<file path="config.mk">
export PLATFORM = sky130hd
export DESIGN_NAME = core_sequencer
export DESIGN_NICKNAME = d
export VERILOG_FILES = /design/src/rtl/core_sequencer_pkg.sv /design/src/rtl/memory_beat_engine.sv /design/src/rtl/core_sequencer.sv
export SDC_FILE = /design/constraint.sdc
export NUM_CORES = 1
export LEC_CHECK = 0
export ABC_AREA = 1
export CAP_MARGIN = 30
export CORE_AREA = 2 2 136 138
export DETAILED_ROUTE_END_ITERATION = 12
export DIE_AREA = 0 0 138 140
export GPL_ROUTABILITY_DRIVEN = 0
export PLACE_DENSITY = 0.75
export SLEW_MARGIN = 5
export SYNTH_ARGS = -nofsm -noshare
export SYNTH_HDL_FRONTEND = slang
export SYNTH_SLANG_ARGS = --single-unit
</file>
<file path="constraint.sdc">
create_clock -name clock -period 10.9 [get_ports clock]
set_input_delay 2.18 -clock clock [delete_from_list [all_inputs] [get_ports clock]]
set_output_delay 2.18 -clock clock [all_outputs]
set_load 0.05 [all_outputs]
</file>
<file path="src/rtl/core_sequencer_pkg.sv">
// Shared types for the core sequencer: FSM states, decoder control word,
// access-size encodings and load funct3 codes.
package core_sequencer_pkg;

  typedef enum logic [2:0] {
    IDLE,
    FETCH,
    EXECUTE,
    MEMORY,
    WRITEBACK
  } sequencer_state_t;

  // Memory access size as carried in instruction[13:12]
  localparam logic [1:0] SIZE_BYTE     = 2'b00;
  localparam logic [1:0] SIZE_HALFWORD = 2'b01;
  localparam logic [1:0] SIZE_WORD     = 2'b10;

  localparam logic [2:0] FETCH_BEATS = 3'd4;

  // Load funct3 codes that select the extension applied to load_data
  localparam logic [2:0] FUNCT3_LB  = 3'b000;
  localparam logic [2:0] FUNCT3_LH  = 3'b001;
  localparam logic [2:0] FUNCT3_LW  = 3'b010;
  localparam logic [2:0] FUNCT3_LBU = 3'b100;
  localparam logic [2:0] FUNCT3_LHU = 3'b101;

  typedef enum logic [1:0] {
    SRC_ALU,
    SRC_MEMORY,
    SRC_PC_PLUS_4,
    SRC_IMMEDIATE
  } register_write_data_source_t;

  // FENCE, SYSTEM and invalid opcodes decode to all zeros
  typedef struct packed {
    logic                        register_write_enable;
    register_write_data_source_t register_write_data_source;
    logic                        memory_write_enable;
  } control_t;

  // Number of byte beats for an access size; the reserved size moves nothing
  function automatic logic [2:0] access_beats(input logic [1:0] size);
    case (size)
      SIZE_BYTE:     return 3'd1;
      SIZE_HALFWORD: return 3'd2;
      SIZE_WORD:     return 3'd4;
      default:       return 3'd0;
    endcase
  endfunction

endpackage

</file>
<file path="src/rtl/memory_beat_engine.sv">
// Byte-serial beat engine: walks up to four consecutive byte addresses over
// the request/ready handshake, holding address and data until each beat lands.
module memory_beat_engine #(
  parameter int ADDRESS_WIDTH = 32
) (
  input  logic                     clock,
  input  logic                     reset,
  input  logic                     active,
  input  logic                     write,
  input  logic [ADDRESS_WIDTH-1:0] base_address,
  input  logic [2:0]               beat_count,
  input  logic [31:0]              write_data,
  input  logic                     memory_ready,
  output logic                     memory_request,
  output logic                     memory_write,
  output logic [ADDRESS_WIDTH-1:0] memory_address,
  output logic [7:0]               memory_write_data,
  output logic [1:0]               beat_index,
  output logic                     beat_fire,
  output logic                     done
);

  logic [1:0] beat_q, beat_d;

  // Bus drive and beat advance; the counter only moves on a completed beat
  always_comb begin
    memory_request    = active;
    memory_write      = active & write;
    memory_address    = active ? base_address + ADDRESS_WIDTH'(beat_q) : '0;
    memory_write_data = (active & write) ? write_data[{beat_q, 3'b000} +: 8] : 8'h00;
    beat_index        = beat_q;
    beat_fire         = active & memory_ready;
    done              = beat_fire & ({1'b0, beat_q} == beat_count - 3'd1);
    beat_d            = beat_q;
    if (beat_fire) beat_d = done ? 2'd0 : beat_q + 2'd1;
  end

  // Beat counter; reset abandons any partial access
  always_ff @(posedge clock or posedge reset) begin
    if (reset) beat_q <= 2'd0;
    else       beat_q <= beat_d;
  end

endmodule

</file>
<file path="src/rtl/core_sequencer.sv">
// Multi-cycle control FSM: byte-serial fetch, execute, optional byte-serial
// load/store, then a single writeback cycle carrying the RF and PC strobes.
//
// state     | meaning
// IDLE      | stopped, waiting for run
// FETCH     | four read beats at PC+0..3 into the instruction register
// EXECUTE   | decoder/ALU settle; latch effective address and store data
// MEMORY    | 1/2/4 load or store beats at address+k (none for size 11)
// WRITEBACK | RF/PC strobes; run decides FETCH or IDLE
module core_sequencer
  import core_sequencer_pkg::*;
#(
  parameter int ADDRESS_WIDTH = 32
) (
  input  logic                     clock,
  input  logic                     reset,
  input  logic                     run,
  input  logic [ADDRESS_WIDTH-1:0] program_counter,
  input  logic [31:0]              alu_result,
  input  logic [31:0]              store_data,
  input  control_t                 control,
  output logic                     memory_request,
  output logic                     memory_write,
  output logic [ADDRESS_WIDTH-1:0] memory_address,
  output logic [7:0]               memory_write_data,
  input  logic                     memory_ready,
  input  logic [7:0]               memory_read_data,
  output logic [31:0]              instruction,
  output logic [31:0]              load_data,
  output logic                     register_write_enable,
  output logic                     program_counter_write_enable,
  output logic                     busy
);

  sequencer_state_t         state_q, state_d;
  logic [31:0]              instruction_q, instruction_d;
  logic [ADDRESS_WIDTH-1:0] address_q, address_d;
  logic [31:0]              store_buffer_q, store_buffer_d;
  logic [31:0]              load_buffer_q, load_buffer_d;

  logic                     engine_active, engine_write;
  logic [ADDRESS_WIDTH-1:0] engine_base;
  logic [2:0]               engine_count, access_count;
  logic [1:0]               beat_index;
  logic                     beat_fire, beat_done;
  logic                     is_store, is_load;

  assign is_store     = control.memory_write_enable;
  assign is_load      = (control.register_write_data_source == SRC_MEMORY) & ~is_store;
  assign access_count = access_beats(instruction_q[13:12]);
  assign instruction  = instruction_q;
  assign busy         = (state_q != IDLE);

  memory_beat_engine #(.ADDRESS_WIDTH(ADDRESS_WIDTH)) u_beat_engine (
    .clock             (clock),
    .reset             (reset),
    .active            (engine_active),
    .write             (engine_write),
    .base_address      (engine_base),
    .beat_count        (engine_count),
    .write_data        (store_buffer_q),
    .memory_ready      (memory_ready),
    .memory_request    (memory_request),
    .memory_write      (memory_write),
    .memory_address    (memory_address),
    .memory_write_data (memory_write_data),
    .beat_index        (beat_index),
    .beat_fire         (beat_fire),
    .done              (beat_done)
  );

  // Next state, register updates, beat-engine steering and writeback strobes
  always_comb begin
    state_d                      = state_q;
    instruction_d                = instruction_q;
    address_d                    = address_q;
    store_buffer_d               = store_buffer_q;
    load_buffer_d                = load_buffer_q;
    engine_active                = 1'b0;
    engine_write                 = 1'b0;
    engine_base                  = address_q;
    engine_count                 = access_count;
    register_write_enable        = 1'b0;
    program_counter_write_enable = 1'b0;
    case (state_q)
      IDLE: begin
        if (run) state_d = FETCH;
      end
      FETCH: begin
        engine_active = 1'b1;
        engine_base   = program_counter;
        engine_count  = FETCH_BEATS;
        if (beat_fire) instruction_d[{beat_index, 3'b000} +: 8] = memory_read_data;
        if (beat_done) state_d = EXECUTE;
      end
      EXECUTE: begin
        address_d      = ADDRESS_WIDTH'(alu_result);
        store_buffer_d = store_data;
        if (is_store || is_load) begin
          load_buffer_d = '0;
          state_d       = MEMORY;
        end else begin
          state_d = WRITEBACK;
        end
      end
      MEMORY: begin
        engine_active = (access_count != 3'd0);
        engine_write  = is_store;
        if (beat_fire && !is_store) load_buffer_d[{beat_index, 3'b000} +: 8] = memory_read_data;
        if (beat_done || access_count == 3'd0) state_d = WRITEBACK;
      end
      WRITEBACK: begin
        // A reserved-size load moved no data, so it must not write the RF
        register_write_enable        = control.register_write_enable &
                                       ~(is_load & (access_count == 3'd0));
        program_counter_write_enable = 1'b1;
        state_d                      = run ? FETCH : IDLE;
      end
      default: state_d = IDLE;
    endcase
  end

  // Load extension selected by the held instruction's funct3
  always_comb begin
    case (instruction_q[14:12])
      FUNCT3_LB:  load_data = {{24{load_buffer_q[7]}}, load_buffer_q[7:0]};
      FUNCT3_LH:  load_data = {{16{load_buffer_q[15]}}, load_buffer_q[15:0]};
      FUNCT3_LBU: load_data = {24'h000000, load_buffer_q[7:0]};
      FUNCT3_LHU: load_data = {16'h0000, load_buffer_q[15:0]};
      default:    load_data = load_buffer_q;
    endcase
  end

  // State and datapath registers
  always_ff @(posedge clock or posedge reset) begin
    if (reset) begin
      state_q        <= IDLE;
      instruction_q  <= '0;
      address_q      <= '0;
      store_buffer_q <= '0;
      load_buffer_q  <= '0;
    end else begin
      state_q        <= state_d;
      instruction_q  <= instruction_d;
      address_q      <= address_d;
      store_buffer_q <= store_buffer_d;
      load_buffer_q  <= load_buffer_d;
    end
  end

endmodule

</file>
==> results.md, run 1 <==
* DP Area at 0.01014 mm^2
* Ys flop type: dfrtp_1
* Leakage at 0.005101 uW
* Top-area cell type share of the netlist area at 0.4229
* Aggregate global routing overflow at 0
* Distinct cells, synth at 34
* Fin util at 0.6037
* TritonCTS buffer count at 17
* Max stage delay cell, worst path: clkdlybuf4s50_1
* Achievable Freq at 131.6 MHz
* Clk Tree Root Cell: clkbuf_16
* DIE WIDTH at 138 um
* R2R cell count at 7
* Layout cells sized above 1 at 0.07277
* FP Rows at 49
* CP max FO at 5
* Initial antenna violation count at 1
* Startpoint types: input port
* Drt drc at 0
* Clk sinks at 133
* Slew Limit Headroom at 0.3571
* Die height at 140 um
* Pwr per Cell Area at 329.4 mW/mm^2
* RSZ-0062 raised after global routing: false
* # IOs at 221
* Iter 0 DRT Violations at 638
* Yosys top cell by area: dfrtp_1
* Port buffer count at 220
* #FFs+latches synth at 133
* Most frequent cell on the critical path: nand2_1
* Post-CTS Setup Inserts at 0
* Htree depth at 4
* CORE AREA at 0.01778 mm^2
* Buf/Inv on CP at 5
* MaxCap Viol Count at 0
* CP delay by family, top: buffers and inverters
* Vias/cell at 5.074
* Final min period at 7.601 ns
* Crit path capture type: primary output
* CTS Buffer Depth at 2
* First-pass GRT wire length at 39.20 mm
* Routed WL per cell at 15.50 um
* Critical path, cell by cell: clkdlybuf4s50_1 -> inv_1 -> o21ai_0 -> inv_1 -> fa_1 -> inv_1 -> nand2_1 -> nor2_1 -> nand2_1 -> nor2_2 -> nand2_1 -> nand2_1 -> nand2_1 -> nor2_1 -> clkdlybuf4s50_1
* Synthesis Warnings at 0
* Initial Util at 0.4426
* Most area-consuming cells after synthesis: dfrtp_1 (42%), nand2_1 (21%), nor2_1 (6.2%)
* Clock slew seen by the registers of the worst setup and hold paths at 0.06 ns
* Worst ir drop on vdd at 0.0002894 V
* WHS Path Cells at 2
* Resized Gates After CTS at 0
* Syn avg cell area at 6.952 um^2
* Slew Limit Fails at 0
* Slowest stage delay, CP at 0.80 ns
* DP HPWL at 17.48 mm
* Worst Path Arrival at 5.42 ns
* Final setup viols at 0
* Fin. Hold Viols at 0
* TritonCTS clock tree: built
* Total global-route track usage at 0.2494
* Hold path start: store_buffer_q[15]
* Number of global-route vias before repair at 7,738
* CP required at 8.72 ns
* Final Cycle Share at 0.6973
* Skew-Pair Late Insertion Delay at 0.43 ns
* Hold Crit Class: reg2reg
* Hold Buf Count CTS at 0
* Final ANT Viol Nets at 0
* Slew @ Worst Pin at 0.9643 ns
* Register area share after synthesis at 0.4229
* Area Overhead vs Synth at 36.39%
* Die area at 0.01932 mm^2
* Vias post-DR at 7,930
* Reg2reg setup slack at 7.54 ns
* Design area at 0.01073 mm^2
* Asr flop ratio synth at 1.000
* Setup TNS at 0 ns
* Nets at 1,441
* Setup CP Type: in2out
* Clock skew at 0.01062 ns
* RR Startpoint: u_beat_engine.beat_index[0]
* Status: completed
* Largest net degree at the start of global routing at 79
* Synth Instances at 1,132
* Reg2reg end: load_buffer_q[4]
* Hold Path Sink: store_buffer_q[15]
* Mapped cell area at 0.007870 mm^2
* FILL cells at 1,639
* Post-synth EDFFs at 0
* Post-Syn Nets at 1,253
* Final WL at 24.22 mm
* Total power at 3535 uW
* Pre-antenna DRT Iters at 5
==> stage by stage <==
step	hold WS [ns]	setup slack, ns	instances
after floorplan	0.4345	4.179	1132
after detailed placement	0.4544	3.393	1530
final	0.4638	3.299	1563
after CTS	0.4696	3.365	1562
after global placement	0.4485	3.448	1529
after global routing	0.4887	3.097	1563
==> layout make-up <==
type                    count  area [um^2]  share of cell area
multi-input cells         854         3931              0.3662
inverters                  87        329.1             0.03066
repair buffers            227         2262              0.2107
clock inverters            15        168.9             0.01574
well taps                 229        286.5             0.02669
flip-flops and latches    133         3328              0.3101
diodes                      1        2.502           0.0002331
clock buffers              17        425.4             0.03963
==> logic make-up after synthesis <==
kind of cell             share of synthesized area
AND/OR/NAND/NOR                             0.3520
buffers and inverters                      0.07838
flip-flops                                  0.4229
AO/OA/AOI/OAI                              0.08331
multiplexers                               0.04149
adder cells (fa/ha/maj)                    0.01526
XOR/XNOR                                  0.006677
==> cell usage in the layout (no fill, tap or decap), types with 4 or more instances in the layout <==
master	count
ha_1	8
nor2_2	9
nand2_1	444
a21oi_1	27
buf_4	6
o21ai_0	55
inv_6	5
nor2_1	131
nand3_1	80
o21ai_1	32
xor2_1	5
nor3_1	11
clkbuf_16	17
o21ai_2	5
clkdlybuf4s50_1	220
nand4_1	4
inv_1	79
inv_2	7
mux2_2	29
dfrtp_1	133
==> worst min-delay path, delay by kind of cell (launching register included) <==
kind	cells	cell delay [ns]
flops	1	0.33
simple gates	2	0.09
==> cell usage after synthesis, types with 2 or more instances <==
cell type and count:
nand3_1 80, xor2_1 5, buf_4 14, mux2_2 29
nor2_2 9, o21ai_2 5, inv_1 80, buf_1 4
nor3_1 11, or2_2 2, buf_2 10, clkbuf_1 29
ha_1 8, nand4_1 4, nand2_1 444, dfrtp_1 133
a21oi_1 27, nor2_1 131, o21ai_0 55, o21ai_1 32
inv_2 7
==> routing by layer <==
metal  wire length [um]  track usage  part of all wire  vias up
met5                  0            0                 0        -
met1              10750       0.3300              0.44     3681
met4                428      0.08754             0.018        0
met3               1562      0.04718             0.064       35
met2              11480       0.4119              0.47      284
li1                   -            -                 -     3930
==> registers in the layout, indices dropped and copies added (netlist names) <==
signal,flops
store_buffer_q,32
state_q,3
u_beat_engine.beat_index,2
load_buffer_q,32
instruction,32
address_q,32
==> report_power, final <==
group	switching, uW	internal [uW]	total (uW)
Combinational	1490	649	2140
Sequential	140	673	813
Clock	240	343	583
Total	1870	1670	3540
==> worst max path at each step <==
stage,startpoint,endpoint,slack [ns],cells after the start
floorplan,control[0],memory_write_data[0],4.18,4
CTS,program_counter[1],memory_address[16],3.37,15
detailed placement,program_counter[1],memory_address[16],3.39,15
global route,program_counter[1],memory_address[16],3.10,15
global placement,program_counter[1],memory_address[16],3.45,15
finish,program_counter[1],memory_address[16],3.30,15
No activity file was read; power rests on OpenSTA's default activity.
==> inputs of run 2 (changes only) <==
--- a/config.mk
+++ b/config.mk
@@ -7,11 +7,11 @@
 export LEC_CHECK = 0
 export ABC_AREA = 1
 export CAP_MARGIN = 30
-export CORE_AREA = 2 2 136 138
+export CORE_AREA = 2 2 137 139
 export DETAILED_ROUTE_END_ITERATION = 12
-export DIE_AREA = 0 0 138 140
+export DIE_AREA = 0 0 139 141
 export GPL_ROUTABILITY_DRIVEN = 0
-export PLACE_DENSITY = 0.75
+export PLACE_DENSITY = 0.77
 export SLEW_MARGIN = 5
 export SYNTH_ARGS = -nofsm -noshare
 export SYNTH_HDL_FRONTEND = slang
==> constraint.sdc (replaced) <==
create_clock -name clock -period 6.6 [get_ports clock]
set_input_delay 1.32 -clock clock [delete_from_list [all_inputs] [get_ports clock]]
set_output_delay 1.32 -clock clock [all_outputs]
set_load 0.05 [all_outputs]
==> run 2 against run 1 <==
Against the previous run: non-clock buffer count increased by 3; hold slack is essentially flat; via count up 0.97%; sequential power grew 60%; first-iteration DRC count decreased by 2.8%; worst setup slack worse by 2.5 ns; sequential share of layout area is 0.083 points lower; clock-buffer cell count increased by 2; clock power increased by 64%; largest cell class unchanged; highest routed layer unchanged.
==> results.md, run 2 (same netlist as run 1, synthesis figures left out) <==
* Status: completed
* Slew @ Worst Pin at 0.9112 ns (-0.05308 ns)
* Resized Gates After CTS at 0 (unchanged)
* Highest routed layer: met4
* Leakage at 0.005113 uW (+0.25%)
* Clock skew at 0.01433 ns (+0.003708 ns)
* Final min period at 5.828 ns
* Area Overhead vs Synth at 36.76%
* Logic pwr share at 0.614 (+0.009)
* Most frequent cells in the layout: nand2_1 (444), clkdlybuf4s50_1 (220), dfrtp_1 (133)
* CP delay by family, top: buffers and inverters
* Final WL at 24.23 mm (about the same)
* Most common cell after layout, fill and taps aside: nand2_1
* M1 WL at 10.40 mm (-3.2%)
* Die area at 0.01960 mm^2 (+1.4%)
* DR WL met2 at 11.36 mm (-1.1%)
* Largest net degree at the start of global routing at 90 (+14%)
* Nets at 1,444 (+0.21%)
* Slowest stage delay, CP at 0.80 ns (about the same)
* FILL cells at 1,719 (+4.9%)
* CTS Buffer Depth at 2 (unchanged)
* CP required at 5.28 ns (-3.44 ns)
* Psw at 3073 uW (+64%)
* Fin. Hold Viols at 0 (unchanged)
* Routed WL per cell at 15.44 um (-0.39%)
* Final Cycle Share at 0.8831
* Iter 0 DRT Violations at 620 (-2.8%)
* Clock slew seen by the registers of the worst setup and hold paths at 0.06 ns (about the same)
* MaxCap Viol Count at 0 (unchanged)
* Initial antenna violation count at 0 (-1)
* Sequential share of power at 0.222 (-0.008)
* Drt drc at 0 (unchanged)
* Pre-antenna DRT Iters at 6 (+1)
* Htree depth at 4 (unchanged)
* TritonCTS buffer count at 17 (unchanged)
* Initial Util at 0.4308 (-0.01182)
* Layout cells sized above 1 at 0.07485 (+0.002082)
* DP Area at 0.01015 mm^2 (+0.16%)
* Multi-input logic area at 0.003931 mm^2 (unchanged)
* TritonCTS clock tree: built
* FP Rows at 50 (+2.0%)
* Worst ir drop on vdd at 0.0005003 V (+73%)
* DIE WIDTH at 139 um (+0.72%)
* Vias post-DR at 8,007 (+0.97%)
* Critical path, cell by cell: clkdlybuf4s50_1 -> inv_1 -> o21ai_0 -> inv_1 -> fa_1 -> inv_1 -> nand2_1 -> nor2_1 -> nand2_1 -> nor2_2 -> nand2_1 -> nand2_1 -> nand2_1 -> nor2_1 -> clkdlybuf4s50_1
* Slew Limit Fails at 0 (unchanged)
* Hold Buf Count CTS at 0 (unchanged)
* Clk sinks at 133 (unchanged)
* Skew-Pair Late Insertion Delay at 0.43 ns (about the same)
* Die height at 141 um (+0.71%)
* Pwr per Cell Area at 543.7 mW/mm^2 (+65%)
* Startpoint types: input port
* Sw Share at 0.5251 (-0.003916)
* Setup CP Type: in2out
* Most frequent cell on the critical path: nand2_1
* CORE AREA at 0.01827 mm^2 (+2.7%)
* Port buffer count at 220 (unchanged)
* Setup TNS at 0 ns (unchanged)
* Crit path capture type: primary output
* Vias/cell at 5.100 (+0.52%)
* DP HPWL at 17.53 mm (+0.29%)
* Internal Dissipation at 2779 uW (+67%)
* Worst Path Arrival at 4.51 ns (-0.91 ns)
* Total global-route track usage at 0.2505 (+0.001101)
* Slew Limit Headroom at 0.3916 (+0.03450)
* Register Area at 0.003328 mm^2 (unchanged)
* Clk Tree Root Cell: clkbuf_16
* Diodes inserted at 0 (-1)
* CP max FO at 5 (unchanged)
* Aggregate global routing overflow at 0 (unchanged)
* DR WL met3 at 1.896 mm (+21%)
* Post-CTS Setup Inserts at 0 (unchanged)
* Number of global-route vias before repair at 7,714 (-0.31%)
* # IOs at 221 (unchanged)
* Hold Crit Class: reg2reg
* Buf/Inv on CP at 5 (unchanged)
* First-pass GRT wire length at 39.21 mm (about the same)
* Design area at 0.01076 mm^2 (+0.27%)
* Final ANT Viol Nets at 0 (unchanged)
* Clk pwr share at 0.163 (-0.002)
* RSZ-0062 raised after global routing: false
* Achievable Freq at 171.6 MHz
* Max stage delay cell, worst path: clkdlybuf4s50_1
* Final setup viols at 0 (unchanged)
## run 2: cell types whose count changed in the layout (fill, tap and decap cells not counted)
cell        delta
inv_6          +1
diode_2        -1
clkinvlp_4     +1
clkinv_2       +1
inv_4          -1
clkbuf_8       +2
buf_4          +3
clkinv_4       -2
inv_8          -2
## run 2: power by group through the flow
stage / clock [uW] / combinational, uW / sequential [uW]
CTS: 970 / 3570 / 1300
floorplan: 0 / 2280 / 1520
detailed placement: 0 / 3560 / 1310
global route: 1010 / 3910 / 1340
global placement: 0 / 3510 / 1300
finish: 955 / 3600 / 1300
## run 2: per-stage QoR
| step | cells | hold WS (ns) | setup slack, ns | total power [uW] | util |
|---|---|---|---|---|---|
| 2_1_floorplan | 1132 | 0.4345 | 1.599 | 3791 | - |
| 3_3_place_gp | 1537 | 0.4495 | 0.8688 | 4817 | 0.5558 |
| 3_5_place_dp | 1537 | 0.4544 | 0.8248 | 4872 | 0.5558 |
| 6_report | 1570 | 0.4640 | 0.7718 | 5852 | 0.5892 |
| 4_1_cts | 1569 | 0.4693 | 0.8068 | 5844 | 0.5884 |
| 5_1_grt | 1570 | 0.4869 | 0.4680 | 6250 | 0.5892 |
## run 2: layout make-up
| cell class | instances | area share |
|---|---|---|
| timing repair buffer | 230 | 0.2123 |
| sequential | 133 | 0.3092 |
| clock buffer | 19 | 0.04208 |
| tap | 234 | 0.02720 |
| multi-input combinational | 854 | 0.3653 |
| inverter | 87 | 0.03081 |
| clock inverter | 13 | 0.01314 |
## run 2: worst min-delay path, cell delays in order, from the launching register on
cell	delay, ns
dfrtp_1	0.33
nand2_1	0.05
nand2_1	0.04
## run 2: worst paths after layout
kind,cells past startpoint,slack [ns],to,start
max in group asynchronous,3,4.01,store_buffer_q[5],reset
setup reg to reg,8,3.72,load_buffer_q[2],u_beat_engine.beat_index[0]
hold / removal,2,0.46,store_buffer_q[14],store_buffer_q[14]
setup / recovery,15,0.77,memory_address[16],program_counter[1]
hold reg to reg,2,0.46,store_buffer_q[14],store_buffer_q[14]
min in group asynchronous,2,1.44,store_buffer_q[19],reset
## run 2: metal layers
metal	GRT usage	vias up
met1	0.3251	3675
met3	0.05978	45
li1	-	3952
met5	0	-
met2	0.4091	335
met4	0.09463	0
